<file path="src/rtl/eq_pkg.sv">
// Shared widths, state encoding and fixed-point helpers for the band mixer
// equalizer stage.
package eq_pkg;

  localparam int NUM_BANDS  = 5;
  localparam int SMPL_W     = 16;
  localparam int GAIN_W     = 12;
  localparam int ACC_W      = 32;
  localparam int GAIN_SHIFT = 11;
  localparam int VOL_SHIFT  = 12;
  localparam int PROD_W     = SMPL_W + GAIN_W + 1;
  localparam int IDX_W      = 3;

  typedef enum logic [2:0] {IDLE, MAC_L, VOL_L, MAC_R, VOL_R, DONE} state_t;

  typedef logic signed [SMPL_W-1:0] smpl_t;
  typedef logic [GAIN_W-1:0]        gain_t;

  function automatic smpl_t sat16(input logic signed [ACC_W-1:0] acc);
    logic signed [ACC_W-1:0] s;
    s = acc >>> GAIN_SHIFT;
    if (s > 32'sd32767)
      return 16'sh7FFF;
    else if (s < -32'sd32768)
      return 16'sh8000;
    else
      return smpl_t'(s);
  endfunction

  function automatic logic sat_hit(input logic signed [ACC_W-1:0] acc);
    logic signed [ACC_W-1:0] s;
    s = acc >>> GAIN_SHIFT;
    return (s > 32'sd32767) || (s < -32'sd32768);
  endfunction

  // |s * 4095| >> 12 always fits 16 bits, so truncation here never wraps.
  function automatic smpl_t vol_apply(input smpl_t s, input gain_t vol);
    logic signed [PROD_W-1:0] p;
    p = PROD_W'(s) * PROD_W'($signed({1'b0, vol}));
    return smpl_t'(p >>> VOL_SHIFT);
  endfunction

endpackage

</file>
<file path="src/rtl/band_mixer_if.sv">
// Band-set / result bus between the equalizer front end, band_mixer and the
// speaker driver. clip_cnt only exists when CLIP_CNT_EN is defined.
interface band_mixer_if;
  import eq_pkg::*;

  logic                          vld_in;
  logic [NUM_BANDS*SMPL_W-1:0]   lft_bnd;
  logic [NUM_BANDS*SMPL_W-1:0]   rght_bnd;
  logic [NUM_BANDS*GAIN_W-1:0]   gain;
  gain_t                         volume;
  smpl_t                         lft_chnnl;
  smpl_t                         rght_chnnl;
  logic                          vld;
  logic                          busy;
`ifdef CLIP_CNT_EN
  logic [7:0]                    clip_cnt;
`endif

  modport master (
    output vld_in, lft_bnd, rght_bnd, gain, volume,
    input  lft_chnnl, rght_chnnl, vld, busy
`ifdef CLIP_CNT_EN
    , input clip_cnt
`endif
  );

  modport slave (
    input  vld_in, lft_bnd, rght_bnd, gain, volume,
    output lft_chnnl, rght_chnnl, vld, busy
`ifdef CLIP_CNT_EN
    , output clip_cnt
`endif
  );

endinterface

</file>
<file path="src/rtl/sat_mac.sv">
// Time-shared signed multiply-accumulate with clear/enable; presents the
// accumulator scaled by >>>11 and saturated to 16 bits, plus a saturation flag.
module sat_mac
  import eq_pkg::*;
(
  input  logic  clk,
  input  logic  rst_n,
  input  logic  clr,
  input  logic  en,
  input  smpl_t sample,
  input  gain_t coef,
  output smpl_t acc_sat,
  output logic  sat
);

  logic signed [ACC_W-1:0]  acc;
  logic signed [PROD_W-1:0] prod;

  // Gains are unsigned, so a zero sign bit keeps them positive in the product.
  assign prod = PROD_W'(sample) * PROD_W'($signed({1'b0, coef}));

  always_ff @(posedge clk or negedge rst_n) begin
    if (!rst_n)
      acc <= '0;
    else if (clr)
      acc <= '0;
    else if (en)
      acc <= acc + ACC_W'(prod);
  end

  assign acc_sat = sat16(acc);
  assign sat     = sat_hit(acc);

endmodule

</file>
<file path="src/rtl/band_mixer.sv">
// Equalizer mixing stage: gain-weighted band sum per channel, then volume.
// Define CLIP_CNT_EN to add the saturating clip_cnt event counter.
module band_mixer
  import eq_pkg::*;
(
  input  logic         clk,
  input  logic         rst_n,
  band_mixer_if.slave  bus
);

  state_t             state, nxt_state;
  logic [IDX_W-1:0]   idx;
  smpl_t              lft_q  [NUM_BANDS];
  smpl_t              rght_q [NUM_BANDS];
  gain_t              gain_q [NUM_BANDS];
  gain_t              vol_q;
  smpl_t              lft_res;
  logic               mac_clr, mac_en, mac_sat;
  smpl_t              mac_sample, acc_sat;
  gain_t              mac_coef;
  logic               last_band;

  assign last_band = (idx == IDX_W'(NUM_BANDS - 1));

  sat_mac u_mac (
    .clk     (clk),
    .rst_n   (rst_n),
    .clr     (mac_clr),
    .en      (mac_en),
    .sample  (mac_sample),
    .coef    (mac_coef),
    .acc_sat (acc_sat),
    .sat     (mac_sat)
  );

  always_ff @(posedge clk or negedge rst_n) begin
    if (!rst_n)
      state <= IDLE;
    else
      state <= nxt_state;
  end

  always_comb begin
    nxt_state = state;
    unique case (state)
      IDLE:    if (bus.vld_in) nxt_state = MAC_L;
      MAC_L:   if (last_band)  nxt_state = VOL_L;
      VOL_L:   nxt_state = MAC_R;
      MAC_R:   if (last_band)  nxt_state = VOL_R;
      VOL_R:   nxt_state = DONE;
      DONE:    nxt_state = IDLE;
      default: nxt_state = IDLE;
    endcase
  end

  // The accumulator is cleared on capture and again as each VOL stage consumes it.
  always_comb begin
    mac_clr    = 1'b0;
    mac_en     = 1'b0;
    mac_sample = lft_q[idx];
    mac_coef   = gain_q[idx];
    bus.busy   = (state != IDLE);
    bus.vld    = (state == DONE);
    unique case (state)
      IDLE:    mac_clr = bus.vld_in;
      MAC_L:   mac_en  = 1'b1;
      VOL_L:   mac_clr = 1'b1;
      MAC_R: begin
        mac_en     = 1'b1;
        mac_sample = rght_q[idx];
      end
      VOL_R:   mac_clr = 1'b1;
      default: mac_clr = 1'b0;
    endcase
  end

  // Both output ports load together on the VOL_R edge so the pair never tears.
  always_ff @(posedge clk or negedge rst_n) begin
    if (!rst_n) begin
      for (int k = 0; k < NUM_BANDS; k++) begin
        lft_q[k]  <= '0;
        rght_q[k] <= '0;
        gain_q[k] <= '0;
      end
      vol_q          <= '0;
      idx            <= '0;
      lft_res        <= '0;
      bus.lft_chnnl  <= '0;
      bus.rght_chnnl <= '0;
    end else begin
      unique case (state)
        IDLE: if (bus.vld_in) begin
          for (int k = 0; k < NUM_BANDS; k++) begin
            lft_q[k]  <= bus.lft_bnd[k*SMPL_W +: SMPL_W];
            rght_q[k] <= bus.rght_bnd[k*SMPL_W +: SMPL_W];
            gain_q[k] <= bus.gain[k*GAIN_W +: GAIN_W];
          end
          vol_q <= bus.volume;
          idx   <= '0;
        end
        MAC_L, MAC_R: idx <= idx + IDX_W'(1);
        VOL_L: begin
          lft_res <= vol_apply(acc_sat, vol_q);
          idx     <= '0;
        end
        VOL_R: begin
          bus.lft_chnnl  <= lft_res;
          bus.rght_chnnl <= vol_apply(acc_sat, vol_q);
          idx            <= '0;
        end
        default: idx <= '0;
      endcase
    end
  end

`ifdef CLIP_CNT_EN
  always_ff @(posedge clk or negedge rst_n) begin
    if (!rst_n)
      bus.clip_cnt <= '0;
    else if ((state == VOL_L || state == VOL_R) && mac_sat && bus.clip_cnt != 8'hFF)
      bus.clip_cnt <= bus.clip_cnt + 8'd1;
  end
`else
  logic sat_unused;
  assign sat_unused = mac_sat;
`endif

endmodule

</file>
<file path="src/flat_wrapper.sv">
// flat-port wrapper written by rule: the top's interface ports become plain ports
module band_mixer_flat import eq_pkg::*;
  (clk, rst_n, bus_vld_in, bus_lft_bnd, bus_rght_bnd, bus_gain, bus_volume, bus_lft_chnnl, bus_rght_chnnl, bus_vld, bus_busy);
  band_mixer_if bus_i ();
  input  logic clk;
  input  logic rst_n;
  input wire logic [$bits(bus_i.vld_in)-1:0] bus_vld_in;
  input wire logic [$bits(bus_i.lft_bnd)-1:0] bus_lft_bnd;
  input wire logic [$bits(bus_i.rght_bnd)-1:0] bus_rght_bnd;
  input wire logic [$bits(bus_i.gain)-1:0] bus_gain;
  input wire logic [$bits(bus_i.volume)-1:0] bus_volume;
  output wire logic [$bits(bus_i.lft_chnnl)-1:0] bus_lft_chnnl;
  output wire logic [$bits(bus_i.rght_chnnl)-1:0] bus_rght_chnnl;
  output wire logic [$bits(bus_i.vld)-1:0] bus_vld;
  output wire logic [$bits(bus_i.busy)-1:0] bus_busy;
  assign bus_i.vld_in = bus_vld_in;
  assign bus_i.lft_bnd = bus_lft_bnd;
  assign bus_i.rght_bnd = bus_rght_bnd;
  assign bus_i.gain = bus_gain;
  assign bus_i.volume = bus_volume;
  assign bus_lft_chnnl = bus_i.lft_chnnl;
  assign bus_rght_chnnl = bus_i.rght_chnnl;
  assign bus_vld = bus_i.vld;
  assign bus_busy = bus_i.busy;
  band_mixer u_core (.clk(clk), .rst_n(rst_n), .bus(bus_i));
endmodule
</file>
<file path="config.mk">
export PLATFORM = sky130hd
export DESIGN_NAME = band_mixer_flat
export DESIGN_NICKNAME = d
export VERILOG_FILES = /design/src/rtl/eq_pkg.sv /design/src/rtl/band_mixer_if.sv /design/src/rtl/sat_mac.sv /design/src/rtl/band_mixer.sv /design/src/flat_wrapper.sv
export SDC_FILE = /design/constraint.sdc
export NUM_CORES = 2
export LEC_CHECK = 0
export BUFFER_PORTS_ARGS = -buffer_cell sky130_fd_sc_hd__buf_4
export CORE_MARGIN = 2
export CORE_UTILIZATION = 24
export DETAILED_ROUTE_END_ITERATION = 10
export PLACE_DENSITY_LB_ADDON = 0.1
export SKIP_LAST_GASP = 1
export SLEW_MARGIN = 15
export SYNTH_ARGS = -nofsm -noshare
export SYNTH_HDL_FRONTEND = slang
export SYNTH_SLANG_ARGS = --single-unit
</file>
<file path="constraint.sdc">
create_clock -name clk -period 14.75 [get_ports clk]
set_input_delay 1.475 -clock clk [delete_from_list [all_inputs] [get_ports clk]]
set_output_delay 1.475 -clock clk [all_outputs]
set_load 0.01 [all_outputs]
</file>
# After elaboration in Yosys (flattened, before gate mapping)
# Cells that the tools add are included.
# W data, S select, Z words.
[totals]
output_inout_bits = 34
in_bits = 235
ff_bits = 318
[op_classes]
reduce_logical = 7
magnitude_cmp = 3
multipliers = 2
bitwise_logic = 1
n_addsub = 2
mux = 22
eq_ne = 9
[ops]
columns = ["operator", "count"]
rows = [
  ["$mux W16", 7],
  ["$bmux W16 S3", 2],
  ["$mux W32", 2],
  ["$bmux W12 S3", 1],
  ["$add A32 B29 Y32", 1],
  ["$mul A16 B13 Y29", 1],
  ["$mul A16 B13 Y28", 1],
  ["$mux W12", 2],
  ["$gt A21 B16 Y1 const B", 1],
  ["$lt A21 B16 Y1 const B", 1],
  ["$pmux W3 S5", 1],
  ["$mux W3", 4],
  ["$eq A3 B3 Y1 const B", 3],
  ["$eq A3 B2 Y1 const B", 2],
  ["$pmux W3 S2", 1],
  ["$ge A4 B4 Y1 const B", 1],
  ["$ne A2 B1 Y1 const B", 2],
  ["$not A3 Y4", 1],
  ["$reduce_or A2 Y1", 2],
  ["$add A3 B1 Y3 const B", 1],
  ["$eq A3 B1 Y1 const B", 1],
  ["$logic_not A3 Y1", 1],
  ["$reduce_and A3 Y1", 1],
  ["$reduce_bool A3 Y1", 1],
  ["other kinds (5)", 5],
]

# Logic depth before layout (Yosys ltp)
[depth]
ltp_word = 9
depth_mapped = 31
mapped_depth_nobuf = 27

# Cells and area by module
# From an unflattened synthesis, not the netlist that was laid out.
[hier_totals]
cells_unflattened = 2851
hier_area_um2 = 29533.3
[by_module_without_submodules]
columns = ["mod", "n_inst", "cells_per_inst", "area_per_inst_um2", "seq_area_each_um2"]
rows = [
  ["band_mixer", 1, 1679, 19403.6, 7156.9],
  ["sat_mac", 1, 1172, 10129.7, 800.8],
]

# Worst setup path before layout
# Ideal clock, no wire load.
[synth_path]
path_type = "flip-flop to flip-flop"
start = "register u_core.idx[0]"
end = "register u_core.u_mac.acc[30]"
period_less_slack_ns = 7.096
arrival_time_ns = 6.950
setup_ns = 0.146
slack_ns = 7.654
path_stages_with_launch = 28
t_required_ns = 14.604
path_buffers = 4
cell_sequence = "dfrtp_1 > buf_4 > buf_4 > nor3_2 > buf_4 > a222oi_1 > nor2_1 > buf_2 > nor2b_1 > inv_1 > fa_1 > fa_1 > fa_1 > inv_1 > fa_1 > fa_1 > inv_1 > fa_1 > inv_1 > ha_1 > a21o_1 > a21oi_1 > o21ai_0 > a2111o_1 > a31o_2 > o211ai_1 > mux2i_1 > o311ai_0"
[synth_via]
elab_chain_cells = 9
elab_cells_between_ends = 15
classes_between = "add/sub: 1; mul: 1; mux: 12; bitwise: 1"
[synth_rtl]
columns = ["item", "line", "source"]
rows = [
  ["start, declared", "band_mixer.sv:12", "logic [IDX_W-1:0] idx;"],
  ["start signal, assigned", "band_mixer.sv:101", "MAC_L, MAC_R: idx <= idx + IDX_W'(1);"],
  ["$not A3 Y4 (not written as such) *", "band_mixer.sv:60, band_mixer.sv:61, band_mixer.sv:70", ""],
  ["$bmux W16 S3 (on tied branches)", "band_mixer.sv:60, band_mixer.sv:70", ""],
  ["$mux W16 (on tied branches) (2 in a row)", "band_mixer.sv:60, band_mixer.sv:70", ""],
  ["$mux W16", "band_mixer.sv:64", "unique case (state)"],
  ["$mul A16 B13 Y29 *", "sat_mac.sv:20", "assign prod = PROD_W'(sample) * PROD_W'($signed({1'b0, coef}));"],
  ["$add A32 B29 Y32 *", "sat_mac.sv:28", "acc <= acc + ACC_W'(prod);"],
  ["$mux W32 *", "sat_mac.sv:27", "else if (en)"],
  ["$mux W32 *", "sat_mac.sv:25", "else if (clr)"],
  ["end signal, assigned", "sat_mac.sv:28", ""],
  ["end, declared", "sat_mac.sv:16", "logic signed [ACC_W-1:0] acc;"],
]
# Mark *: on every way between the ends. The rest lies on a longest branch, timed or not. The select of a mux whose other input is x is not followed.
# A chain may end at the register's enable or synchronous reset.

# Worst setup path in the final report
[layout_path]
start = "register u_core.idx[2]"
end = "register u_core.u_mac.acc[30]"
# Same word-level chain as after synthesis.

==> flow_results.xml <==
<?xml version="1.0" encoding="UTF-8"?>
<metrics>
  <group name="sta">
    <metric name="timing.max_slew.rel_slack" unit="%">30.9</metric>
    <metric name="setup_viol" unit="">0</metric>
    <metric name="finalCriticalPeriod" unit="ns">8.46</metric>
    <metric name="hold_viol" unit="">0</metric>
    <metric name="final_max_slew_viol_count" unit="">0</metric>
    <metric name="timing_worst_slew_pin_value" unit="ns">1.04</metric>
    <metric name="worst_setup_skew_after_layout" unit="ns">0.0597</metric>
    <metric name="finalCritPeriodShare" unit="%">57.4</metric>
    <metric name="timing.setup.tns" unit="ns">0</metric>
    <metric name="rsz0062_at_grt" unit="">no</metric>
    <metric name="achievable-frequency" unit="MHz">118</metric>
  </group>
  <group name="global_routing">
    <metric name="overflow" unit="">0</metric>
    <metric name="antenna_violations_before_repair" unit="">7</metric>
    <metric name="grt_pass1_vias" unit="">22400</metric>
    <metric name="maximum_number_of_pins_on_one_net_before_global_route_repair" unit="">79</metric>
    <metric name="globalRouteTotalUtil" unit="%">14.4</metric>
    <metric name="grt_first_pass_wirelength" unit="um">136000</metric>
  </group>
  <group name="finish">
    <metric name="area_of_all_placed_cells_without_fillers" unit="um2">34300</metric>
    <metric name="final_layout_size_suffix_gt1_share" unit="%">22.2</metric>
    <metric name="fin_util" unit="%">28.6</metric>
    <metric name="final_net_count" unit="">3755</metric>
    <metric name="area_growth" unit="%">18.3</metric>
  </group>
  <group name="setup_path">
    <metric name="worst_r2r_path_depth" unit="">26</metric>
    <metric name="end_kind" unit="">flip-flop</metric>
    <metric name="r2r-end" unit="">u_core.u_mac.acc[30]$_DFFE_PN0P_</metric>
    <metric name="critical_path.n_buffers_inverters" unit="">7</metric>
    <metric name="path_class" unit="">reg2reg</metric>
    <metric name="last_element_of_the_critical_path" unit="">u_core.u_mac.acc[30]$_DFFE_PN0P_</metric>
    <metric name="arrival" unit="ns">8.91</metric>
    <metric name="worstSetupPathDepth" unit="">26</metric>
    <metric name="start_kind" unit="">flip-flop</metric>
    <metric name="setup.reg_to_reg.worst_slack" unit="ns">6.29</metric>
    <metric name="rr_startpoint" unit="">u_core.idx[2]$_DFFE_PN0P_</metric>
    <metric name="critical_path.max_stage_delay" unit="ns">0.90</metric>
    <metric name="critical_path_peak_fanout" unit="">34</metric>
    <metric name="cp_data_required_time" unit="ns">15.19</metric>
    <metric name="cpMostUsedCell" unit="">fa_1</metric>
    <metric name="worst_path_dominant_cell_family" unit="">adder cells</metric>
    <metric name="cp_slowest_cell" unit="">dfrtp_1</metric>
    <metric name="startpoint" unit="">u_core.idx[2]$_DFFE_PN0P_</metric>
  </group>
  <group name="routing">
    <metric name="vias_per_cell" unit="">4.26</metric>
    <metric name="detail-route-antenna-nets" unit="">0</metric>
    <metric name="routed_wl" unit="um">87600</metric>
    <metric name="drt_iter0_markers" unit="">799</metric>
    <metric name="wire_per_inst" unit="um">18.8</metric>
    <metric name="count_of_vias_placed_by_the_detailed_router" unit="">19800</metric>
    <metric name="drc" unit="">0</metric>
    <metric name="detailedRoute.firstPassIterationCount" unit="">5</metric>
  </group>
  <group name="yosys">
    <metric name="syn_inst" unit="">2771</metric>
    <metric name="postSynthRegisterBits" unit="">318</metric>
    <metric name="synth.lib_cells_used.distinct" unit="">67</metric>
    <metric name="syn_area" unit="um2">29000</metric>
    <metric name="synthArstFlopShare" unit="%">100</metric>
    <metric name="yosysWarnings" unit="">0</metric>
    <metric name="syn_area_per_cell" unit="um2">10.5</metric>
    <metric name="synth.net_count" unit="">3530</metric>
    <metric name="netlist_top_cells_area" unit="">dfrtp_1 27%, fa_1 27%, mux2_2 9.6%</metric>
    <metric name="post-synth-top-area-cell" unit="">dfrtp_1</metric>
    <metric name="number_of_flops_mapped_to_enable_cells_by_yosys" unit="">0</metric>
    <metric name="post-synth-top-area-fraction" unit="%">27.5</metric>
    <metric name="synthFlopType" unit="">dfrtp_1</metric>
    <metric name="synth_seq_area_share" unit="%">27.5</metric>
  </group>
  <group name="clocking">
    <metric name="clk_path_buf_depth" unit="">3</metric>
    <metric name="cts_hold_buffers" unit="">0</metric>
    <metric name="cts_root_buffer" unit="">clkbuf_16</metric>
    <metric name="cts_tree" unit="">yes</metric>
    <metric name="cts_made_buffers" unit="">44</metric>
    <metric name="worstSkewPairLatency" unit="ns">0.64</metric>
    <metric name="clkTransAtPathRegs" unit="ns">0.05</metric>
    <metric name="numClockSinks" unit="">318</metric>
    <metric name="cts_setup_buffers" unit="">0</metric>
    <metric name="cts.repair.resized" unit="">0</metric>
    <metric name="htreeDepth" unit="">2</metric>
  </group>
  <group name="placed_design">
    <metric name="gpl.final_weighted_congestion" unit="">0.829</metric>
    <metric name="dpl_cell_area" unit="um2">32700</metric>
    <metric name="place.port_buffers" unit="">268</metric>
    <metric name="hpwl" unit="um">70100</metric>
  </group>
  <group name="floorplanning">
    <metric name="die_height" unit="um">352</metric>
    <metric name="fp.coreArea" unit="um2">120000</metric>
    <metric name="row_count" unit="">127</metric>
    <metric name="floorplan.die.width" unit="um">352</metric>
    <metric name="design.die.area" unit="um2">124000</metric>
    <metric name="pin_count" unit="">269</metric>
    <metric name="floorplan.initialDensity" unit="%">24.2</metric>
  </group>
  <group name="hold_path">
    <metric name="whs_path_depth" unit="">2</metric>
    <metric name="min-delay-path-class" unit="">reg2reg</metric>
  </group>
  <group name="job">
    <metric name="max_cap_violations" unit="">0</metric>
  </group>
  <group name="status">
    <metric name="run_status" unit="">complete, no violations</metric>
  </group>
</metrics>
[worst reg2reg max path: stages, from the launching register on]
cell	delay, ns
dfrtp_1	0.90
inv_1	0.09
buf_4	0.28
nor3_4	0.16
buf_4	0.35
a222oi_1	0.16
nor2_1	0.61
nor2b_1	0.30
inv_1	0.08
fa_1	0.49
fa_1	0.80
fa_1	0.50
inv_1	0.09
fa_1	0.40
fa_1	0.49
inv_1	0.06
fa_1	0.47
inv_1	0.04
ha_1	0.32
a21o_1	0.20
a21oi_1	0.13
o21ai_0	0.16
a2111o_1	0.46
a31o_2	0.26
o211ai_1	0.20
mux2i_1	0.20
o311ai_0	0.13
[logic make-up (layout without fill, tap and decap cells)]
group	after synthesis	after routing	share of synthesized area, %
flip-flops	318	318	27.5
AO/OA/AOI/OAI	311	311	7.14
other	0	3	0
adder cells (fa/ha/maj)	524	524	32.6
AND/OR/NAND/NOR	595	595	9.43
XOR/XNOR	45	45	1.36
multiplexers	307	307	13.1
buffers and inverters	671	931	8.97
[worst min-delay path by stage]
stage / endpoint / slack [ns] / start
6_report: u_core.lft_res[7]$_DFFE_PN0P_ / 0.47 / u_core.lft_res[7]$_DFFE_PN0P_
5_1_grt: u_core.lft_res[5]$_DFFE_PN0P_ / 0.51 / u_core.lft_res[5]$_DFFE_PN0P_
4_1_cts: u_core.lft_res[7]$_DFFE_PN0P_ / 0.48 / u_core.lft_res[7]$_DFFE_PN0P_
3_5_place_dp: u_core.lft_res[1]$_DFFE_PN0P_ / 0.47 / u_core.lft_res[1]$_DFFE_PN0P_
3_3_place_gp: u_core.lft_res[3]$_DFFE_PN0P_ / 0.46 / u_core.lft_res[3]$_DFFE_PN0P_
2_1_floorplan: u_core.u_mac.acc[10]$_DFFE_PN0P_ / 0.44 / u_core.u_mac.acc[10]$_DFFE_PN0P_
[flip-flops by register name, indices dropped and copies added (netlist names)]
| name | cells |
|---|---|
| u_core.idx | 3 |
| u_core.lft_q | 80 |
| u_core.rght_q | 80 |
| u_core.state | 3 |
| u_core.vol_q | 12 |
| u_core.lft_res | 16 |
| u_core.bus.lft_chnnl | 16 |
| u_core.gain_q | 60 |
| u_core.u_mac.acc | 32 |
| u_core.bus.rght_chnnl | 16 |
[placed cells by master (no fill, tap or decap), types with 15 or more instances in the layout]
cell type	n
fa_1	385
nor2_1	113
dfrtp_1	316
o21ai_0	77
clkbuf_16	44
a21o_1	37
a22oi_1	17
buf_4	297
a22o_1	19
and2_1	109
nand2_1	281
a21oi_1	54
mux2i_1	27
xnor2_1	28
nand3_1	15
ha_1	139
mux2_2	248
mux4_2	32
nor2b_1	16
o21ai_1	16
o21a_1	20
xor2_1	17
inv_1	552
nand2b_1	15
[area by class of cell]
| type | count | area (um2) |
|---|---|---|
| Fill cell | 12700 | 85500 |
| Multi-Input combinational cell | 1782 | 18400 |
| Sequential cell | 318 | 7960 |
| Timing Repair Buffer | 298 | 2240 |
| Inverter | 552 | 2070 |
| Tap cell | 1612 | 2020 |
| Clock buffer | 59 | 1210 |
| Clock inverter | 22 | 334 |
| Antenna cell | 3 | 7.51 |
[metrics by stage]
step | hold WS, ns | setup slack, ns | cells
floorplan | 0.443 | 7.65 | 2771
global placement | 0.463 | 6.33 | 4562
detailed placement | 0.467 | 6.17 | 4562
CTS | 0.478 | 6.14 | 4643
global route | 0.507 | 5.60 | 4643
finish | 0.474 | 6.29 | 4646
[Yosys cell counts, drive strengths merged (3+ instances only)]
master,count
a211oi,7
a21o,37
a21oi,57
a221oi,6
a22o,19
a22oi,17
a2bb2oi,3
a31oi,4
a32o,3
and2,109
and3,8
buf,55
clkbuf,64
dfrtp,318
fa,385
ha,139
inv,552
mux2,248
mux2i,27
mux4,32
nand2,282
nand2b,15
nand3,15
nand3b,3
nand4,7
nor2,114
nor2b,16
nor3,8
o211ai,6
o21a,20
o21ai,95
o21bai,5
o22ai,8
o311ai,4
o31ai,3
or2,4
or3,5
xnor2,28
xor2,17
[metal layers]
layer | share of wire, % | GRT usage [%] | routed length, um
met4 | 2.0 | 3.34 | 1790
met5 | 0.071 | 0 | 62
met1 | 43 | 17.9 | 37800
met2 | 49 | 24.9 | 42900
met3 | 5.8 | 3.62 | 5080
Power is not shown: default switching activity piles up to over one toggle a cycle in this logic, so the estimate is an artifact.
